==> src/rtl/mux16_rr_arbiter.sv <==
// ============================================================================
// mux16_rr_arbiter
// ----------------------------------------------------------------------------
// Round-robin arbiter/sequencer for a 16:1 single-bit output mux. Sixteen
// requesters each own one mux input. The block picks one requester, drives the
// mux select and a one-hot grant, and holds both until the owner releases,
// drops its request or reaches the hold limit. Exactly one idle (bubble) cycle
// separates consecutive grants, so the mux select settles before the new owner
// sees its grant.
//
// Parameters
//   MAX_HOLD   max consecutive grant cycles per grant, 0 = unlimited (0..255)
//
// Ports
//   clk        in   1   clock, rising edge
//   rst_n      in   1   synchronous active-low reset
//   req        in   16  level request per mux input (bit i = mux input i)
//   release_i  in   1   current owner done, only looked at while granted
//   sel        out  4   registered mux select
//   gnt        out  16  registered one-hot grant, 0 when no owner
//   gnt_valid  out  1   registered, high while gnt is non-zero
//   timeout    out  1   registered one-cycle pulse on forced rotation
// ============================================================================
module mux16_rr_arbiter #(
    parameter int unsigned MAX_HOLD = 8
) (
    input  logic        clk,
    input  logic        rst_n,
    input  logic [15:0] req,
    input  logic        release_i,
    output logic [3:0]  sel,
    output logic [15:0] gnt,
    output logic        gnt_valid,
    output logic        timeout
);

    typedef enum logic [0:0] {
        ST_IDLE  = 1'b0,
        ST_GRANT = 1'b1
    } state_t;

    // Last hold-counter value at which the grant is forced to end.
    localparam logic [7:0] HOLD_LAST = (MAX_HOLD == 32'd0) ? 8'd0 : 8'(MAX_HOLD - 32'd1);
    localparam logic       HOLD_EN   = (MAX_HOLD != 32'd0);

    state_t      state_q, state_d;
    logic [3:0]  ptr_q, ptr_d;
    logic [7:0]  hold_q, hold_d;
    logic [3:0]  sel_q, sel_d;
    logic [15:0] gnt_q, gnt_d;
    logic        gnt_valid_q, gnt_valid_d;
    logic        timeout_q, timeout_d;

    logic [3:0]  winner_s;
    logic        found_s;
    logic [3:0]  cand_s;
    logic        owner_req_s;
    logic        limit_hit_s;
    logic        exit_s;

    // Rotating priority search: first requester at or after ptr, wrapping at 16.
    always_comb begin
        winner_s = 4'd0;
        found_s  = 1'b0;
        cand_s   = 4'd0;
        for (int k = 0; k < 16; k++) begin
            cand_s   = ptr_q + 4'(k);
            winner_s = (!found_s && req[cand_s]) ? cand_s : winner_s;
            found_s  = found_s | req[cand_s];
        end
    end

    // Grant exit conditions for the current owner.
    always_comb begin
        owner_req_s = req[sel_q];
        limit_hit_s = HOLD_EN && (hold_q == HOLD_LAST);
        exit_s      = release_i || !owner_req_s || limit_hit_s;
    end

    // Next-state and next-output logic.
    always_comb begin
        state_d     = state_q;
        ptr_d       = ptr_q;
        hold_d      = hold_q;
        sel_d       = sel_q;
        gnt_d       = gnt_q;
        gnt_valid_d = gnt_valid_q;
        timeout_d   = 1'b0;
        case (state_q)
            ST_IDLE: begin
                if (found_s) begin
                    state_d     = ST_GRANT;
                    sel_d       = winner_s;
                    gnt_d       = 16'd1 << winner_s;
                    gnt_valid_d = 1'b1;
                    hold_d      = 8'd0;
                end else begin
                    gnt_d       = 16'd0;
                    gnt_valid_d = 1'b0;
                end
            end
            ST_GRANT: begin
                if (exit_s) begin
                    state_d     = ST_IDLE;
                    gnt_d       = 16'd0;
                    gnt_valid_d = 1'b0;
                    ptr_d       = sel_q + 4'd1;
                    // Forced rotation only when the owner still wanted the mux.
                    timeout_d   = limit_hit_s && !release_i && owner_req_s;
                end else if (hold_q != 8'hFF) begin
                    hold_d = hold_q + 8'd1;
                end else begin
                    hold_d = hold_q;
                end
            end
            default: begin
                state_d     = ST_IDLE;
                gnt_d       = 16'd0;
                gnt_valid_d = 1'b0;
            end
        endcase
    end

    // State and output registers with synchronous active-low reset.
    always_ff @(posedge clk) begin
        if (!rst_n) begin
            state_q     <= ST_IDLE;
            ptr_q       <= 4'd0;
            hold_q      <= 8'd0;
            sel_q       <= 4'd0;
            gnt_q       <= 16'd0;
            gnt_valid_q <= 1'b0;
            timeout_q   <= 1'b0;
        end else begin
            state_q     <= state_d;
            ptr_q       <= ptr_d;
            hold_q      <= hold_d;
            sel_q       <= sel_d;
            gnt_q       <= gnt_d;
            gnt_valid_q <= gnt_valid_d;
            timeout_q   <= timeout_d;
        end
    end

    assign sel       = sel_q;
    assign gnt       = gnt_q;
    assign gnt_valid = gnt_valid_q;
    assign timeout   = timeout_q;

endmodule

==> config.mk <==
export PLATFORM = sky130hd
export DESIGN_NAME = mux16_rr_arbiter
export DESIGN_NICKNAME = d
export VERILOG_FILES = /design/src/rtl/mux16_rr_arbiter.sv
export SDC_FILE = /design/constraint.sdc
export NUM_CORES = 1
export LEC_CHECK = 0
export CAP_MARGIN = 10
export CORE_ASPECT_RATIO = 2
export CORE_MARGIN = 3
export CORE_UTILIZATION = 35
export CTS_BUF_LIST = sky130_fd_sc_hd__clkbuf_2 sky130_fd_sc_hd__clkbuf_4 sky130_fd_sc_hd__clkbuf_8
export DETAILED_ROUTE_END_ITERATION = 10
export GPL_TIMING_DRIVEN = 0
export HOLD_SLACK_MARGIN = 0.1
export PLACE_DENSITY = 0.53
export SETUP_SLACK_MARGIN = 0.05
export SYNTH_ARGS = -nofsm -noshare
export SYNTH_HDL_FRONTEND = slang
export SYNTH_SLANG_ARGS = --single-unit
==> constraint.sdc <==
create_clock -name clk -period 7.9 [get_ports clk]
set_input_delay 1.58 -clock clk [delete_from_list [all_inputs] [get_ports clk]]
set_output_delay 1.58 -clock clk [all_outputs]
set_load 0.02 [all_outputs]
Yosys cells after proc, flatten, opt, wreduce, memory -nomap -nowiden

Index checks and enable logic that the tools add are counted.

Bits in latches: 0
Memory bits (read-only): 0
Memories kept: 0
Register bits after elaboration: 35
Word-level logic and storage cells: 166
Bits in writable memories: 0
Output and inout port bits: 22

Magnitude comparators: 17
Reductions and logical operators: 40
Shifts and indexed selects: 1
Mux-type cells: 62
Div/mod/pow operators: 0
Multipliers: 0
Bitwise operators: 16
$add $sub $neg: 17
Equality and inequality tests: 6

Operators by type and width:

| kind                                                                         | number |
|---|---|
| 4-bit by 5-bit less-than comparator with 1-bit output, second input constant | 17 |
| 1-bit binary-select mux with 4-bit select                                    | 17 |
| 4-bit two-way mux                                                            | 16 |
| 4-bit adder, second input constant                                           | 8 |
| 16-bit two-way mux                                                           | 2 |
| 16-bit one-hot mux with 2 select lines                                       | 1 |
| 8-bit two-way mux                                                            | 3 |
| 1-bit two-way mux                                                            | 20 |
| 1-bit logical AND                                                            | 17 |
| 1-bit zero test                                                              | 17 |
| 4-bit by 3-bit adder with 4-bit output, second input constant                | 4 |
| 8-bit one-hot mux with 2 select lines                                        | 1 |
| 1-bit by 4-bit << shifter with 16-bit output, first input constant           | 1 |
| 1-bit OR                                                                     | 15 |
| 4-bit by 1-bit adder with 4-bit output, second input constant                | 2 |
| 4-bit by 2-bit adder with 4-bit output, second input constant                | 2 |
| 8-bit by 1-bit adder with 8-bit output, second input constant                | 1 |
| 8-bit by 3-bit == test with 1-bit output, second input constant              | 1 |
| 8-bit inequality test, second input constant                                 | 1 |
| 3-bit AND reduction                                                          | 2 |
| 2-bit by 1-bit inequality test with 1-bit output, second input constant      | 2 |
| 2-bit inequality test, second input constant                                 | 2 |
| 1-bit one-hot mux with 2 select lines                                        | 2 |
| 2-bit AND reduction                                                          | 2 |
| other kinds (2)                                                              | 3 |

Logic depth before layout (Yosys ltp)

Depth in word-level cells: 23
Depth in mapped cells: 18

Least setup slack after synthesis

No wires, ideal clock.

Kind: flip-flop to flip-flop
Start: reg ptr_q[1]
End: reg gnt_q[0] (netlist: gnt[0])
Cell stages (with the launch flop): 16
Library setup time: 117 ps
Buffers on the path: 5
Clock period less this slack: 4,705 ps
Slack: 3,195 ps
Arrival time: 4,587 ps
Cell sequence: dfxtp_1 buf_4 buf_2 buf_2 inv_1 ha_1 buf_2 buf_1 mux4_2 mux4_2 or3b_4 or3_4 o32a_1 o2bb2ai_2 nor3b_2 a32o_1

Longest elaborated chain between the ends: 23
Elaborated cells on any way between the ends: 111

RTL lines:

| item                                                           | RTL line | text |
|---|---|---|
| from (decl)                                                    | 47       | `logic [3:0] ptr_q, ptr_d;` |
| from (signal assigned)                                         | 136      | `ptr_q <= ptr_d;` |
| 4-bit by 1-bit adder with 4-bit output                         | 67       | `cand_s = ptr_q + 4'(k);` |
| 1-bit binary-select mux with 4-bit select                      | 68, 69   |  |
| 1-bit two-way mux (not written as such)                        | 68, 69   |  |
| 1-bit OR                                                       | 69       | `found_s = found_s \| req[cand_s];` |
| 1-bit zero test or 1-bit OR (tied branches)                    | 68, 69   |  |
| 1-bit logical AND, or another cell as far along                | 68       | `winner_s = (!found_s && req[cand_s]) ? cand_s : winner_s;` |
| 4-bit two-way mux, or another cell as far along (12 in series) | 68       |  |
| 4-bit two-way mux or 1-bit logical AND (tied branches)         | 68       |  |
| 4-bit two-way mux                                              | 68       |  |
| 1-bit by 4-bit << shifter with 16-bit output                   | 94       | `gnt_d = 16'd1 << winner_s;` |
| 16-bit two-way mux (*)                                         | 91       | `if (found_s) begin` |
| 16-bit one-hot mux with 2 select lines (*)                     | 89       | `case (state_q)` |
| to (signal assigned)                                           | 139      | `gnt_q <= gnt_d;` |
| to (decl)                                                      | 50       | `logic [15:0] gnt_q, gnt_d;` |

Mark *: on every way between the ends. The rest lies on a longest branch, timed or not. The select of a mux whose other input is x is not followed.
A chain may end at the register's enable or synchronous reset.

Worst setup path after layout

Start: reg ptr_q[1]
End: reg gnt_q[6] (netlist: gnt[6])

The elaborated chain is that of the path after synthesis.

==> impl_metrics.sql <==
INSERT INTO impl_metrics (metric_group, metric, value, unit) VALUES
('power_and_ir_drop', 'share_of_total_power_in_sequential_cells', '15.1', '%'),
('detailed_routing', 'post_drt_wl_per_cell', '22.5', 'um'),
('clock_network', 'numClockSinks', '35', ''),
('yosys', 'number_of_synthesized_flops_with_an_enable_pin', '0', ''),
('placed_design', 'place.port_buffers', '40', ''),
('job', 'cap_viol_max_count', '0', ''),
('setup_path', 'startpoint_type', 'flop', ''),
('yosys', 'post_synth_inst_count', '418', ''),
('final_layout', 'post-route-util', '42.9', '%'),
('clock_network', 'num_cts_buffers', '5', ''),
('power_and_ir_drop', 'p_int', '742', 'uW'),
('final_layout', 'layout.filler_cells', '1088', ''),
('detailed_routing', 'vias', '3725', ''),
('detailed_routing', 'post_drt_via_cell_ratio', '6.17', ''),
('setup_path', 'worstPathRequired', '8.10', 'ns'),
('placed_design', 'place_area', '4410', 'um2'),
('power_and_ir_drop', 'power.switching', '718', 'uW'),
('grt', 'globalRouteMet3Util', '2.23', '%'),
('setup_path', 'critPathCaptureType', 'flop', ''),
('clock_network', 'cts.repair.resized', '0', ''),
('placed_design', 'place_inst', '595', ''),
('grt', 'via_count_of_the_first_global_routing_pass', '3765', ''),
('grt', 'grt_busiest_layer', 'met2', ''),
('clock_network', 'cts_max_path_buffers', '2', ''),
('sta', 'clock.fmax', '168', 'MHz'),
('die', 'design.die.area', '12300', 'um2'),
('yosys', 'mappedNetlistNets', '446', ''),
('setup_path', 'worst_r2r_path_depth', '16', ''),
('yosys', 'synth.area.top_cells', 'sky130_fd_sc_hd__mux4_2 (20%), sky130_fd_sc_hd__dfxtp_1 (18%), sky130_fd_sc_hd__mux2i_1 (7.0%), sky130_fd_sc_hd__mux2_2 (4.1%), sky130_fd_sc_hd__nor2_1 (4.1%)', ''),
('sta', 'hold_violations', '0', ''),
('sta', 'maxSlewHeadroom', '23.0', '%'),
('yosys', 'synth-main-ff-cell', 'sky130_fd_sc_hd__dfxtp_1', ''),
('worst_hold_path', 'worstHoldPathType', 'reg2reg', ''),
('final_layout', 'post-route-cell-area', '4550', 'um2'),
('clock_network', 'clock_insertion_delay_worst_skew', '0.29', 'ns'),
('yosys', 'seq_area_frac_synth', '18.3', '%'),
('sta', 'worstMarginPinSlew', '1.15', 'ns'),
('sta', 'timing.final.setup_violations', '0', ''),
('grt', 'grt_start_max_net_pins', '12', ''),
('power_and_ir_drop', 'power_switching_share', '49.2', '%'),
('detailed_routing', 'drt_antenna_net_count', '0', ''),
('detailed_routing', 'detail_route.drc_violations', '0', ''),
('sta', 'fin_setup_tns', '0', 'ns'),
('clock_network', 'cts_tree', 'built', ''),
('detailed_routing', 'routed_wirelength', '13600', 'um'),
('die', 'floorplan.rows', '53', ''),
('die', 'die_x', '80.0', 'um'),
('sta', 'grt_setup_unrepaired', 'false', ''),
('clock_network', 'path_clk_slew', '0.07', 'ns'),
('grt', 'use_met1', '20.7', '%'),
('yosys', 'synth_cell_types', '72', ''),
('detailed_routing', 'firstDrtPassIters', '5', ''),
('clock_network', 'clock-root-buffer', 'sky130_fd_sc_hd__clkbuf_8', ''),
('final_layout', 'finalNonFillerCells', '604', ''),
('setup_path', 'cp.arrival', '6.15', 'ns'),
('clock_network', 'clock_tree.htree_level_count', '2', ''),
('placed_design', 'hpwl', '11000', 'um'),
('die', 'design.portCount', '41', ''),
('die', 'die-height', '154', 'um'),
('clock_network', 'cts_post_setup_buffers_inserted', '0', ''),
('outcome', 'status', 'finished clean', ''),
('final_layout', 'final_layout_size_suffix_gt1_share', '19.1', '%'),
('yosys', 'yosys_warnings', '0', ''),
('die', 'start_util', '36.2', '%'),
('yosys', 'async_flop_share', '0', '%'),
('grt', 'groute.layer.met2.usage', '42.1', '%'),
('yosys', 'postSynthRegisterBits', '35', ''),
('final_layout', 'synthToLayoutAreaGrowth', '18.6', '%'),
('yosys', 'synth.largest_area_cell', 'sky130_fd_sc_hd__mux4_2', ''),
('placed_design', 'gp_routability_congestion', '0.968', ''),
('power_and_ir_drop', 'power_density_normalized_to_cell_area', '321', 'nW/um2');
==> path summary, 6_finish.rpt <==
check	from	to	slack, ns
min reg2reg	gnt[7]	gnt[7]	0.46
max	ptr_q[1]	gnt[6]	1.95
min	gnt[7]	gnt[7]	0.46
max reg2reg	ptr_q[1]	gnt[6]	1.95
==> kinds of logic after synthesis <==
group           share of synthesized area (%)
xor+xnor                                 2.71
mux                                      31.1
simple gates                             18.4
flops                                    18.3
buf+inv                                  3.95
compound gates                           22.7
fa+ha+maj                                2.93
==> registers in the layout, indices dropped and copies added (netlist names) <==
name and flops:
gnt 16, hold_q 8, ptr_q 4, sel 4
gnt_valid 1, state_q 1, timeout 1
==> routing by layer <==
| metal | wire length, um | share of wire (%) |
|---|---|---|
| met5 | 0 | 0 |
| met4 | 1190 | 8.7 |
| met3 | 486 | 3.6 |
| met2 | 7590 | 56 |
| met1 | 4340 | 32 |
==> worst max-delay path, cell delays in order (launching register included) <==
cell	delay, ns
sky130_fd_sc_hd__dfxtp_1	0.38
sky130_fd_sc_hd__buf_4	0.21
sky130_fd_sc_hd__buf_2	0.30
sky130_fd_sc_hd__buf_2	0.34
sky130_fd_sc_hd__inv_1	0.26
sky130_fd_sc_hd__ha_1	0.35
sky130_fd_sc_hd__buf_1	0.49
sky130_fd_sc_hd__mux4_2	0.40
sky130_fd_sc_hd__mux2i_1	0.64
sky130_fd_sc_hd__mux2i_1	0.38
sky130_fd_sc_hd__nand2b_1	0.19
sky130_fd_sc_hd__nand2_1	0.07
sky130_fd_sc_hd__a2111oi_0	0.83
sky130_fd_sc_hd__nand3_1	0.17
sky130_fd_sc_hd__o21a_1	0.24
sky130_fd_sc_hd__or2_2	0.37
sky130_fd_sc_hd__o31ai_1	0.24
==> power by group through the flow <==
stage	registers [uW]	logic, uW	clock network (uW)
finish	221	1050	194
global route	224	1110	206
CTS	221	1030	200
detailed placement	225	1030	0
global placement	225	1020	0
floorplan	239	721	0
==> synth_stat cells, types with 5 or more instances <==
| cell type | instances |
|---|---|
| sky130_fd_sc_hd__a211oi_1 | 8 |
| sky130_fd_sc_hd__a21o_1 | 6 |
| sky130_fd_sc_hd__a21oi_1 | 28 |
| sky130_fd_sc_hd__a32o_1 | 8 |
| sky130_fd_sc_hd__buf_2 | 7 |
| sky130_fd_sc_hd__clkbuf_1 | 9 |
| sky130_fd_sc_hd__dfxtp_1 | 35 |
| sky130_fd_sc_hd__ha_1 | 9 |
| sky130_fd_sc_hd__inv_1 | 9 |
| sky130_fd_sc_hd__mux2_2 | 14 |
| sky130_fd_sc_hd__mux2i_1 | 27 |
| sky130_fd_sc_hd__mux4_2 | 34 |
| sky130_fd_sc_hd__nand2_1 | 33 |
| sky130_fd_sc_hd__nand2b_1 | 6 |
| sky130_fd_sc_hd__nand3_1 | 13 |
| sky130_fd_sc_hd__nor2_1 | 42 |
| sky130_fd_sc_hd__nor3_1 | 11 |
| sky130_fd_sc_hd__nor4_1 | 5 |
| sky130_fd_sc_hd__o21a_1 | 6 |
| sky130_fd_sc_hd__o21ai_0 | 9 |
| sky130_fd_sc_hd__o21ai_1 | 6 |
| sky130_fd_sc_hd__o31ai_1 | 7 |
| sky130_fd_sc_hd__xnor2_1 | 6 |
==> cells in the final DEF (no fill, tap or decap), drive strengths merged, types with 6 or more instances in the layout <==
cell type and instances:
nor2 43, clkdlybuf4s50 40, dfxtp 35, mux4 34
nand2 33, a21oi 28, mux2i 27, clkbuf 15
o21ai 15, mux2 14, nor3 14, buf 14
nand3 13, inv 9, ha 9, o31ai 9
a211oi 8, a32o 8, xnor2 7, nand2b 6
a21o 6, o21a 6
==> metrics by stage <==
stage	total power (uW)	worst slack (ns)
floorplan	960	3.20
global placement	1250	1.99
detailed placement	1260	1.98
CTS	1460	1.98
global route	1540	1.69
finish	1460	1.95
==> cell type report <==
cell class / count / area, um2 / area share (%)
buffer: 22 / 110 / 2.42
clock buffer: 6 / 76.3 / 1.68
clock inverter: 2 / 60.1 / 1.32
inverter: 11 / 41.3 / 0.907
multi-input combinational: 350 / 2990 / 65.6
sequential: 35 / 701 / 15.4
tap: 137 / 171 / 3.77
timing repair buffer: 41 / 405 / 8.91
No activity file was read; power rests on OpenSTA's default activity.
